File: config.mk
export PLATFORM = sky130hd
export DESIGN_NAME = shift_right_iter
export DESIGN_NICKNAME = d
export VERILOG_FILES = /design/src/rtl/shift_right_iter.sv
export SDC_FILE = /design/constraint.sdc
export NUM_CORES = 1
export LEC_CHECK = 0
export CORE_MARGIN = 3
export CORE_UTILIZATION = 46
export DETAILED_ROUTE_END_ITERATION = 8
export PLACE_DENSITY = 0.78
export SLEW_MARGIN = 20
export SYNTH_ARGS = -nofsm -noshare
export SYNTH_HDL_FRONTEND = slang
export SYNTH_SLANG_ARGS = --single-unit
File: constraint.sdc
create_clock -name clk -period 1.4 [get_ports clk]
set_clock_uncertainty 0.05 [all_clocks]
set_input_delay 0.14 -clock clk [delete_from_list [all_inputs] [get_ports clk]]
set_output_delay 0.14 -clock clk [all_outputs]
set_load 0.05 [all_outputs]
File: src/rtl/shift_right_iter.sv
// Iterative right shifter: one bit per clock for logical, arithmetic and rotate modes.
// The result is held until out_ready is seen; data_out is zero in every state except DONE.
module shift_right_iter #(
  parameter int WIDTH = 8,
  parameter int AW    = $clog2(WIDTH)
) (
  input  logic             clk,
  input  logic             rst_n,
  input  logic             in_valid,
  output logic             in_ready,
  input  logic [WIDTH-1:0] data_in,
  input  logic [AW-1:0]    shift_amt,
  input  logic [1:0]       mode,
  output logic             out_valid,
  input  logic             out_ready,
  output logic [WIDTH-1:0] data_out,
  output logic             busy
);

  typedef enum logic [1:0] {IDLE, SHIFT, DONE} state_t;

  state_t           state, state_nxt;
  logic [WIDTH-1:0] work;
  logic [AW-1:0]    cnt;
  logic [1:0]       mode_r;
  logic             fill;
  logic             msb;
  logic             accept;

  assign accept = in_valid && (state == IDLE);

  // Bit entering at the top on each shift step; reserved mode 11 behaves as logical.
  always_comb begin
    msb = 1'b0;
    case (mode_r)
      2'b01:   msb = fill;
      2'b10:   msb = work[0];
      default: msb = 1'b0;
    endcase
  end

  always_ff @(posedge clk or negedge rst_n) begin
    if (!rst_n) state <= IDLE;
    else        state <= state_nxt;
  end

  always_comb begin
    state_nxt = state;
    case (state)
      IDLE:    if (in_valid) state_nxt = (shift_amt != '0) ? SHIFT : DONE;
      SHIFT:   if (cnt == AW'(1)) state_nxt = DONE;
      DONE:    if (out_ready) state_nxt = IDLE;
      default: state_nxt = IDLE;
    endcase
  end

  always_ff @(posedge clk or negedge rst_n) begin
    if (!rst_n) begin
      work   <= '0;
      cnt    <= '0;
      mode_r <= 2'b00;
      fill   <= 1'b0;
    end else if (accept) begin
      work   <= data_in;
      cnt    <= shift_amt;
      mode_r <= mode;
      fill   <= data_in[WIDTH-1];
    end else if (state == SHIFT) begin
      work <= {msb, work[WIDTH-1:1]};
      cnt  <= cnt - AW'(1);
    end
  end

  always_comb begin
    in_ready  = (state == IDLE);
    out_valid = (state == DONE);
    busy      = (state != IDLE);
    data_out  = (state == DONE) ? work : '0;
  end

endmodule

# Word-level counts from Yosys, hierarchy flattened
# Index checks and enable logic that the tools add are counted.
[classes]
n_addsub = 1
eq_ne = 8
muxes = 11
n_reduce_logical = 6
[ops]
columns = ["operator", "count"]
rows = [
  ["$mux W8", 3],
  ["$mux W2", 4],
  ["$mux W3", 2],
  ["$pmux W2 S3", 1],
  ["$eq A2 B1 Y1 const B", 2],
  ["$eq A2 B2 Y1 const B", 2],
  ["$ne A2 B2 Y1 const B", 2],
  ["$reduce_bool A2 Y1", 2],
  ["$eq A3 B1 Y1 const B", 1],
  ["$reduce_and A3 Y1", 1],
  ["$reduce_bool A3 Y1", 1],
  ["$sub A3 B1 Y3 const B", 1],
  ["$logic_not A2 Y1", 1],
  ["$ne A2 B1 Y1 const B", 1],
  ["$pmux W1 S2", 1],
  ["$logic_and A1 B1 Y1", 1],
]
[totals]
register_bits = 16
out_inout_bits = 11
wordCells = 31

# Longest topological paths before layout
# Gate-level depths: netlist of run 1.
[logic_depth]
word_depth = 4
ltp_mapped = 5

# Worst setup path before layout of run 1
# OpenSTA, ideal clock, no wires.
[synth_path]
kind = "reg-to-output"
startpoint = "register state[0]"
endpoint = "output port data_out[0]"
arrival_ps = 1284
required_time_ps = 1210
path_slack_ps = -74
path_stages_with_launch = 5
n_path_buf = 2
cell_sequence = "dfrtp_1 buf_6 nor2b_1 buf_4 and2_1"
[synth_via]
elab_chain_len = 2
[synth_lines]
columns = ["item", "line", "text"]
rows = [
  ["start, declared", "22", "state_t state, state_nxt;"],
  ["start signal, assigned", "44", "else state <= state_nxt;"],
  ["$eq A2 B2 Y1", "n/a", ""],
  ["net out_valid", "14", "output logic out_valid,"],
  ["$mux W8", "78", "data_out = (state == DONE) ? work : '0;"],
  ["end, declared", "16", "output logic [WIDTH-1:0] data_out,"],
]
# The timed path passes the listed nets, and every way through them passes these cells.

# Worst setup path in the final report of run 1
[layout_path]
startpoint = "register state[0]"
endpoint = "output port data_out[3]"
[layout_via]
elab_chain_len = 2
[layout_lines]
columns = ["item", "line"]
rows = [
  ["$eq A2 B2 Y1", "78"],
  ["$mux W8", "78"],
]
# Every way passes these cells.

==> out/results.tsv, run 1 <==
metric	value	unit
Final Hold Fails	0	
Mapped Nets	114	
Max-Cap Viols	0	
Reg power frac	27.8	%
clock share of power	8.2	%
IR drop worst, VDD	1.79	mV
outcome	finished with violations	
Final Wtd Congestion	0.776	
nets@finish	157	
TritonCTS clock tree	built	
DIE AREA	0.00272	mm2
largest net degree at the start of global routing	17	
Tcrit/Tclk final	107	%
Comb power frac	64.0	%
initial antenna violation count	0	
max frequency	665	MHz
top_reg_cell synth	dfrtp_1	
worst min path class	primary input to async pin	
Final ANT Viol Nets	0	
first-pass GRT wire length	4280	um
core area	0.00198	mm2
Slew @ Worst Pin	207	ps
Fin Setup TNS	-867	ps
slew margin rel.	86.1	%
final non-filler cell total	161	
CP Launch Type	flop	
worst skew pair latency	300	ps
number of synthesized register bits	16	
setup ws final	-104	ps
endpoint class of the critical path	output pin	
Vias/cell	5.52	
sw power	1.33	mW
# diodes	0	
ys async rst share	100	%
sequential share of the synthesized area	40.9	%
Area Overhead vs Synth	63.4	%
Die Wd	52.1	um
die height	52.1	um
most common cell after layout, fill and taps aside	clkdlybuf4s50_1	
CTS sink cnt	16	
EDFF count, synth	0	
most frequent cells in the layout	16 x clkdlybuf4s50_1, 15 x dfrtp_1, 12 x buf_12	
WL/cell	17.3	um
Net Sw Frac	42.5	%
Root Buffer	clkbuf_4	
TritonCTS Buffers	3	
HPWL after DPL	1810	um
Ys Warns	0	
port bufs	27	
failing checks	setup timing	
share of layout cells above drive strength 1	51.5	%
FP Rows	16	
Slew Limit Fails	0	
Pwr Total	3.13	mW
placed cells	152	
unrepaired setup endpoints after global routing	yes	
Distinct cells, synth	30	
power per cell area	1960	mW/mm2
Max Buffers Root-to-Sink	2	
Int Pwr	1.80	mW
drt total wl	2780	um
Netlist Area Pre-Place	978	um2
syn_area_per_cell	10.5	um2
CP Max Fanout	3	
GRT overflow	0	
Setup-failing EPs final	10	
# H-tree levels	1	
Worst EP required	1210	ps
Crit path arrival time	1310	ps
leakage power	0.705	nW
Syn Inst Count	93	
vias in the first global route	874	
clock slew at reported path FFs	100	ps
via count	889	
initial cell density of the core	49.4	%
GRT Overall Usage	22.5	%
drt drc	0	
Final min period	1500	ps
DRT Pass-1 Iters	4	
starting DRC count in detailed routing	14	
Finished Core Util	80.7	%
I/O pin total	28	
Setup Crit Path Kind	flop to output pin	
metal layers:
| layer | GRT usage, % | routed length [um] | up-vias |
|---|---|---|---|
| met5 | 0 | 0 | - |
| met4 | 10.5 | 104 | 0 |
| met1 | 25.3 | 1000 | 433 |
| met3 | 4.58 | 173 | 8 |
| li1 | - | - | 408 |
| met2 | 40.0 | 1500 | 40 |
metrics by stage:
step | setup slack, ps | area, um2 | hold WS [ps]
floorplan | -8.94 | 988 | -206
global placement | 56.4 | 1450 | 417
detailed placement | 17.2 | 1450 | 441
CTS | -112 | 1550 | 134
global route | -160 | 1600 | 124
finish | -104 | 1600 | 117
repair_timing:
item,in CTS,in global routing
hold buffers,0,0
buffers inserted,5,2
pin swaps,2,2
setup endpoints to repair,11,24
resized for setup,15,11
gates cloned,0,0
power groups by stage:
stage                     clock (mW)  combinational (mW)  sequential (mW)
after global routing           0.277                2.16            0.893
after detailed placement           0                1.71            0.843
after floorplan                    0                1.17            0.805
after global placement             0                1.64            0.830
final                          0.258                2.00            0.869
after CTS                      0.253                1.88            0.845
synthesized netlist by cell type, types with 2 or more instances:
library cell / number / area share (%)
a21oi_1: 3 / 1.5
a22oi_2: 7 / 9.0
a31oi_1: 2 / 1.3
and2_1: 8 / 5.1
buf_4: 4 / 3.1
buf_6: 2 / 2.3
dfrtp_1: 16 / 41
ha_1: 4 / 5.1
inv_1: 8 / 3.1
mux2_4: 2 / 3.1
nand2_1: 9 / 3.5
nor2b_1: 3 / 1.9
o21ai_2: 8 / 7.2
cells by family (layout without fill, tap and decap cells):
| group | Yosys count | in the layout | share of synthesized area [%] |
|---|---|---|---|
| compound gates | 29 | 29 | 26.7 |
| fa+ha+maj | 4 | 4 | 5.12 |
| buf+inv | 15 | 56 | 8.82 |
| flops | 16 | 16 | 40.9 |
| mux | 2 | 2 | 3.07 |
| simple gates | 27 | 27 | 15.3 |
layout make-up:
| cell class | instances | area [um2] |
|---|---|---|
| clock buffer | 3 | 22.5 |
| tap | 27 | 33.8 |
| sequential | 16 | 402 |
| inverter | 9 | 33.8 |
| timing repair buffer | 44 | 547 |
| fill | 108 | 383 |
| multi-input combinational | 62 | 561 |
worst paths after layout:
path,cells after the start,to,start,slack [ps]
max in group asynchronous,2,state[0]$_DFFE_PN0P_,rst_n,980
max,4,data_out[3],state[0]$_DFFE_PN0P_,-100
min in group clk,2,state[1]$_DFFE_PN0P_,out_ready,380
max reg2reg,5,mode_r[1]$_DFFE_PN0P_,state[1]$_DFFE_PN0P_,30
min,2,work[0]$_DFFE_PN0P_,rst_n,120
min reg2reg,2,work[4]$_DFFE_PN0P_,work[4]$_DFFE_PN0P_,480
critical path: stages, from the launching register on:
cell and delay (ps):
dfrtp_2 450, nor2b_4 150, buf_6 120, and2_4 160, buf_12 130
state kept, by name, summed over array words and instances (netlist names):
register / cells
cnt: 3
fill: 1
mode_r: 2
state: 2
work: 8
Note: power is estimated with default switching activity, not from simulation.
==> run 2, diff against run 1 <==
--- a/config.mk
+++ b/config.mk
@@ -6,10 +6,10 @@
 export NUM_CORES = 1
 export LEC_CHECK = 0
 export CORE_MARGIN = 3
-export CORE_UTILIZATION = 46
+export CORE_UTILIZATION = 45
 export DETAILED_ROUTE_END_ITERATION = 8
-export PLACE_DENSITY = 0.78
-export SLEW_MARGIN = 20
+export PLACE_DENSITY = 0.76
+export REMOVE_ABC_BUFFERS = 1
 export SYNTH_ARGS = -nofsm -noshare
 export SYNTH_HDL_FRONTEND = slang
 export SYNTH_SLANG_ARGS = --single-unit
==> run 2 against run 1 <==
  * The flow still finishes with violations (setup timing)
  * Register-to-register slack lost 60 ps
  * Sequential share of layout area grew 0.52 points
  * Total power shrank 6.0%
  * Cell count is the same
  * Core utilization shrank 2.4 points
  * First-iteration DRC count shrank 57%
  * Largest cell class unchanged
  * Highest routed layer unchanged
==> out/results.tsv, run 2 (synthesized netlist as in run 1, its figures left out) <==
metric	value	unit
outcome	finished with violations	
failing checks	setup timing	
Fill cells	133	
Worst EP required	1210	ps
core area	0.00200	mm2
first-pass GRT wire length	3650	um
Setup-failing EPs final	13	
I/O pin total	28	
CP Max Fanout	7	
Vias/cell	5.11	
GRT Overall Usage	18.3	%
reg-to-reg endpoint	mode_r[0]$_DFFE_PN0P_	
initial cell density of the core	48.9	%
DRT Pass-1 Iters	4	
Max Buffers Root-to-Sink	2	
worst min path class	primary input to async pin	
FP Rows	16	
worst r2r src	state[0]$_DFFE_PN0P_	
drt drc	0	
most frequent cells in the layout	16 x clkdlybuf4s50_1, 15 x dfrtp_1, 14 x buf_4	
TritonCTS clock tree	built	
Setup Crit Path Kind	flop to output pin	
slew margin rel.	85.9	%
Max-Cap Viols	0	
Final Hold Fails	0	
max reg flops	8	
Hold-fix buffers, CTS	0	
nets@finish	157	
TritonCTS Buffers	3	
# diodes	0	
GRT overflow	0	
Tcrit/Tclk final	107	%
leakage power	0.691	nW
Final Wtd Congestion	0.762	
CTS sink cnt	16	
endpoint class of the critical path	output pin	
largest net degree at the start of global routing	17	
DIE AREA	0.00277	mm2
Slew Limit Fails	0	
die height	52.6	um
CP Launch Type	flop	
path depth of the worst reg2reg path	5	
Root Buffer	clkbuf_4	
Crit path arrival time	1300	ps
flop-to-flop setup slack	-30	ps
Final ANT Viol Nets	0	
worst skew pair latency	280	ps
power per cell area	1880	mW/mm2
Biggest register	work	
setup ws final	-93.5	ps
# H-tree levels	1	
Final min period	1490	ps
port bufs	27	
WL/cell	14.6	um
Pwr Total	2.94	mW
most common cell after layout, fill and taps aside	clkdlybuf4s50_1	
drt total wl	2340	um
initial antenna violation count	0	
IR drop worst, VDD	1.44	mV
Top Registers	work: 8 flops, cnt: 3 flops	
vias in the first global route	835	
HPWL after DPL	1800	um
Die Wd	52.6	um
via count	822	
clock slew at reported path FFs	90	ps
unrepaired setup endpoints after global routing	yes	
starting DRC count in detailed routing	6	
Area Overhead vs Synth	60.1	%
Slew @ Worst Pin	212	ps
max frequency	670	MHz
Hold WS	126	ps
share of layout cells above drive strength 1	50.0	%
==> run 2: cell count changes in the layout (fill, tap and decap cells not counted) <==
cell / delta
a31oi_1: +1
a31oi_2: -1
buf_4: +5
buf_6: -5
nand2_2: +1
nand2_4: -1
nor2b_1: +1
nor2b_2: -1
==> run 2: worst max-delay path, stage by stage, from the launching register on <==
cell	delay, ps
dfrtp_2	450
nor2b_4	150
buf_6	130
and2_4	150
buf_12	130
==> run 2: cell type report <==
class,instances,area (um2),share of cell area [%]
tap,27,33.8,2.16
multi-input combinational,62,547,34.9
inverter,9,33.8,2.16
clock buffer,3,22.5,1.44
sequential,16,402,25.6
timing repair buffer,44,528,33.7
==> run 2: metrics by stage <==
step	setup WS (ps)	instance area, um2	TNS, ps	cells	utilization (%)
CTS	-88.8	1520	-846	159	75.9
global route	-174	1570	-1720	161	78.3
global placement	4.85	1450	0	154	72.4
finish	-93.5	1570	-841	161	78.3
detailed placement	-43.8	1450	-43.8	154	72.4
floorplan	-1020	926	-10690	87	-
==> run 2: worst max path at each step <==
stage | from | to | cells after the start
2_1_floorplan | state[1]$_DFFE_PN0P_ | data_out[0] | 2
3_3_place_gp | in_valid | cnt[2]$_DFFE_PN0P_ | 5
3_5_place_dp | in_valid | cnt[2]$_DFFE_PN0P_ | 5
4_1_cts | state[0]$_DFFE_PN0P_ | data_out[1] | 4
5_1_grt | state[0]$_DFFE_PN0P_ | data_out[1] | 4
6_report | state[0]$_DFFE_PN0P_ | data_out[1] | 4
==> run 2: power by group <==
part	leakage [nW]	switching, mW	internal (mW)
Clock	0.0138	0.140	0.0997
Sequential	0.197	0.178	0.675
Combinational	0.480	0.896	0.955
Total	0.691	1.21	1.73
==> run 2: what timing repair did <==
action / in CTS / in global routing
cloned: 0 / 0
resized for setup: 13 / 5
endpoints found under the setup margin: 11 / 22
pin swaps: 1 / 3
buffers inserted: 3 / 2
hold endpoints to repair: 0 / 0
==> run 2: layer usage <==
metal	up-vias	track usage (%)	wire, um
met5	-	0	0
met4	0	8.09	14
met3	2	3.70	145
met2	26	32.0	1240
met1	391	21.4	946
li1	403	-	-
==> run 3, diff against run 2 <==
--- a/config.mk
+++ b/config.mk
@@ -5,7 +5,7 @@
 export SDC_FILE = /design/constraint.sdc
 export NUM_CORES = 1
 export LEC_CHECK = 0
-export CORE_MARGIN = 3
+export CORE_MARGIN = 2
 export CORE_UTILIZATION = 45
 export DETAILED_ROUTE_END_ITERATION = 8
 export PLACE_DENSITY = 0.76
==> run 3 against run 2 <==
  * Total power grew 2.8%
  * The flow still finishes with violations (setup timing)
  * Via count up 0.97%
  * Core utilization up 1.3 points
  * Largest cell class is now non-clock buffers
  * First-iteration DRC count grew 83%
  * Critical endpoint is now data_out[6]
  * Sequential cell count is the same
  * Count of clock-buffer cells in the layout did not move
  * Maximum frequency up 0.58%
  * Non-clock buffer count increased by 3
==> out/results.tsv, run 3 (synthesized netlist as in run 1, its figures left out) <==
metric	value	unit
max reg flops	8	
placed cells	153	
CTS sink cnt	16	
outcome	finished with violations	
clock slew at reported path FFs	90	ps
Top Registers	work: 8 flops, cnt: 3 flops	
largest net degree at the start of global routing	17	
Final Wtd Congestion	0.812	
slew margin rel.	82.0	%
met3 WL post-DR	113	um
Setup-failing EPs final	10	
Tcrit/Tclk final	106	%
worst min path class	primary input to async pin	
Die Wd	50.6	um
DRT Pass-1 Iters	4	
Routed met1 length	1020	um
most frequent cells in the layout	16 x clkdlybuf4s50_1, 14 x dfrtp_1, 14 x buf_4	
GRT Overall Usage	21.1	%
WL/cell	14.8	um
TritonCTS Buffers	3	
Hold-fix buffers, CTS	0	
Largest stage delay, worst path	450	ps
# diodes	0	
vias in the first global route	877	
drt total wl	2420	um
Final min period	1480	ps
met2 WL	1270	um
unrepaired setup endpoints after global routing	yes	
Slew @ Worst Pin	267	ps
initial cell density of the core	48.9	%
# H-tree levels	1	
setup ws final	-84.9	ps
Max-Cap Viols	0	
Max Buffers Root-to-Sink	2	
Setup Crit Path Kind	flop to output pin	
Worst EP required	1210	ps
post-placement setup slack	-2.42	ps
DIE AREA	0.00256	mm2
FP Rows	16	
highest routed layer	met4	
IR drop worst, VDD	1.39	mV
Pwr Total	3.03	mW
via count	830	
port bufs	27	
Root Buffer	clkbuf_4	
core area	0.00200	mm2
die height	50.6	um
leakage power	0.712	nW
flop-to-flop setup slack	20	ps
drt drc	0	
GRT overflow	0	
most common cell after layout, fill and taps aside	clkdlybuf4s50_1	
reg-to-reg endpoint	work[4]$_DFFE_PN0P_	
final non-filler cell total	164	
Vias/cell	5.06	
starting DRC count in detailed routing	11	
CP Max Fanout	4	
nets@finish	160	
I/O pin total	28	
worst r2r src	state[0]$_DFFE_PN0P_	
Final Hold Fails	0	
Finished Core Util	79.5	%
Crit path arrival time	1290	ps
CP Launch Type	flop	
TritonCTS clock tree	built	
HPWL after DPL	1720	um
worst skew pair latency	270	ps
path depth of the worst reg2reg path	5	
CP cell instances	nor2b_4 > buf_6 > and2_4 > buf_12	
max frequency	673	MHz
initial antenna violation count	0	
Slowest-stage cell, CP	dfrtp_2	
endpoint class of the critical path	output pin	
Final ANT Viol Nets	0	
first-pass GRT wire length	3980	um
Biggest register	work	
power per cell area	1900	mW/mm2
Area Overhead vs Synth	62.7	%
Slew Limit Fails	0	
share of layout cells above drive strength 1	51.1	%
failing checks	setup timing	
[run 3: changes by cell type in the layout (fill, tap and decap cells not counted), sizes merged]
cell / change
buf: +3
[run 3: repair_timing]
| item | 4_1_cts | 5_1_grt |
|---|---|---|
| pin swaps | 1 | 1 |
| endpoints found under the setup margin | 11 | 21 |
| gates resized for setup | 20 | 3 |
| setup buffers | 6 | 2 |
| gates cloned | 1 | 0 |
[run 3: area by class of cell]
cell class	count	area, um2
clock buffers	3	22.5
fillers	130	410
inverters	9	33.8
multi-input cells	62	537
flip-flops and latches	16	403
well taps	27	33.8
repair buffers	47	562
[run 3: per-stage QoR]
step	cell area [um2]	setup TNS [ps]	hold WS (ps)
floorplan	926	-10690	-206
CTS	1560	-686	131
global route	1590	-1380	157
global placement	1440	0	415
detailed placement	1440	-2.42	427
finish	1590	-687	132
[run 3: worst max path at each step]
| stage | depth (start not counted) | end | start |
|---|---|---|---|
| finish | 4 | data_out[6] | state[0]$_DFFE_PN0P_ |
| floorplan | 2 | data_out[0] | state[1]$_DFFE_PN0P_ |
| global placement | 4 | cnt[2]$_DFFE_PN0P_ | in_valid |
| detailed placement | 5 | work[2]$_DFFE_PN0P_ | in_valid |
| CTS | 4 | data_out[4] | state[0]$_DFFE_PN0P_ |
| global route | 4 | data_out[5] | state[0]$_DFFE_PN0P_ |
[run 3: worst max-delay path: cells and delay by family, from the launching register on]
family	cells	cell delay, ps
flip-flops	1	450
buffers and inverters	2	260
AND/OR/NAND/NOR	2	310
[run 3: report_power, final]
part           internal (mW)  switching (mW)  total, mW
registers              0.677           0.180      0.858
logic                   1.00           0.930       1.94
clock network         0.0996           0.133      0.232
total                   1.78            1.24       3.03
[run 3: per-layer routing]
layer	global-route usage, %	up-vias
li1	-	410
met1	25.4	395
met2	39.0	23
met4	5.41	0
met5	0	-
met3	2.98	2
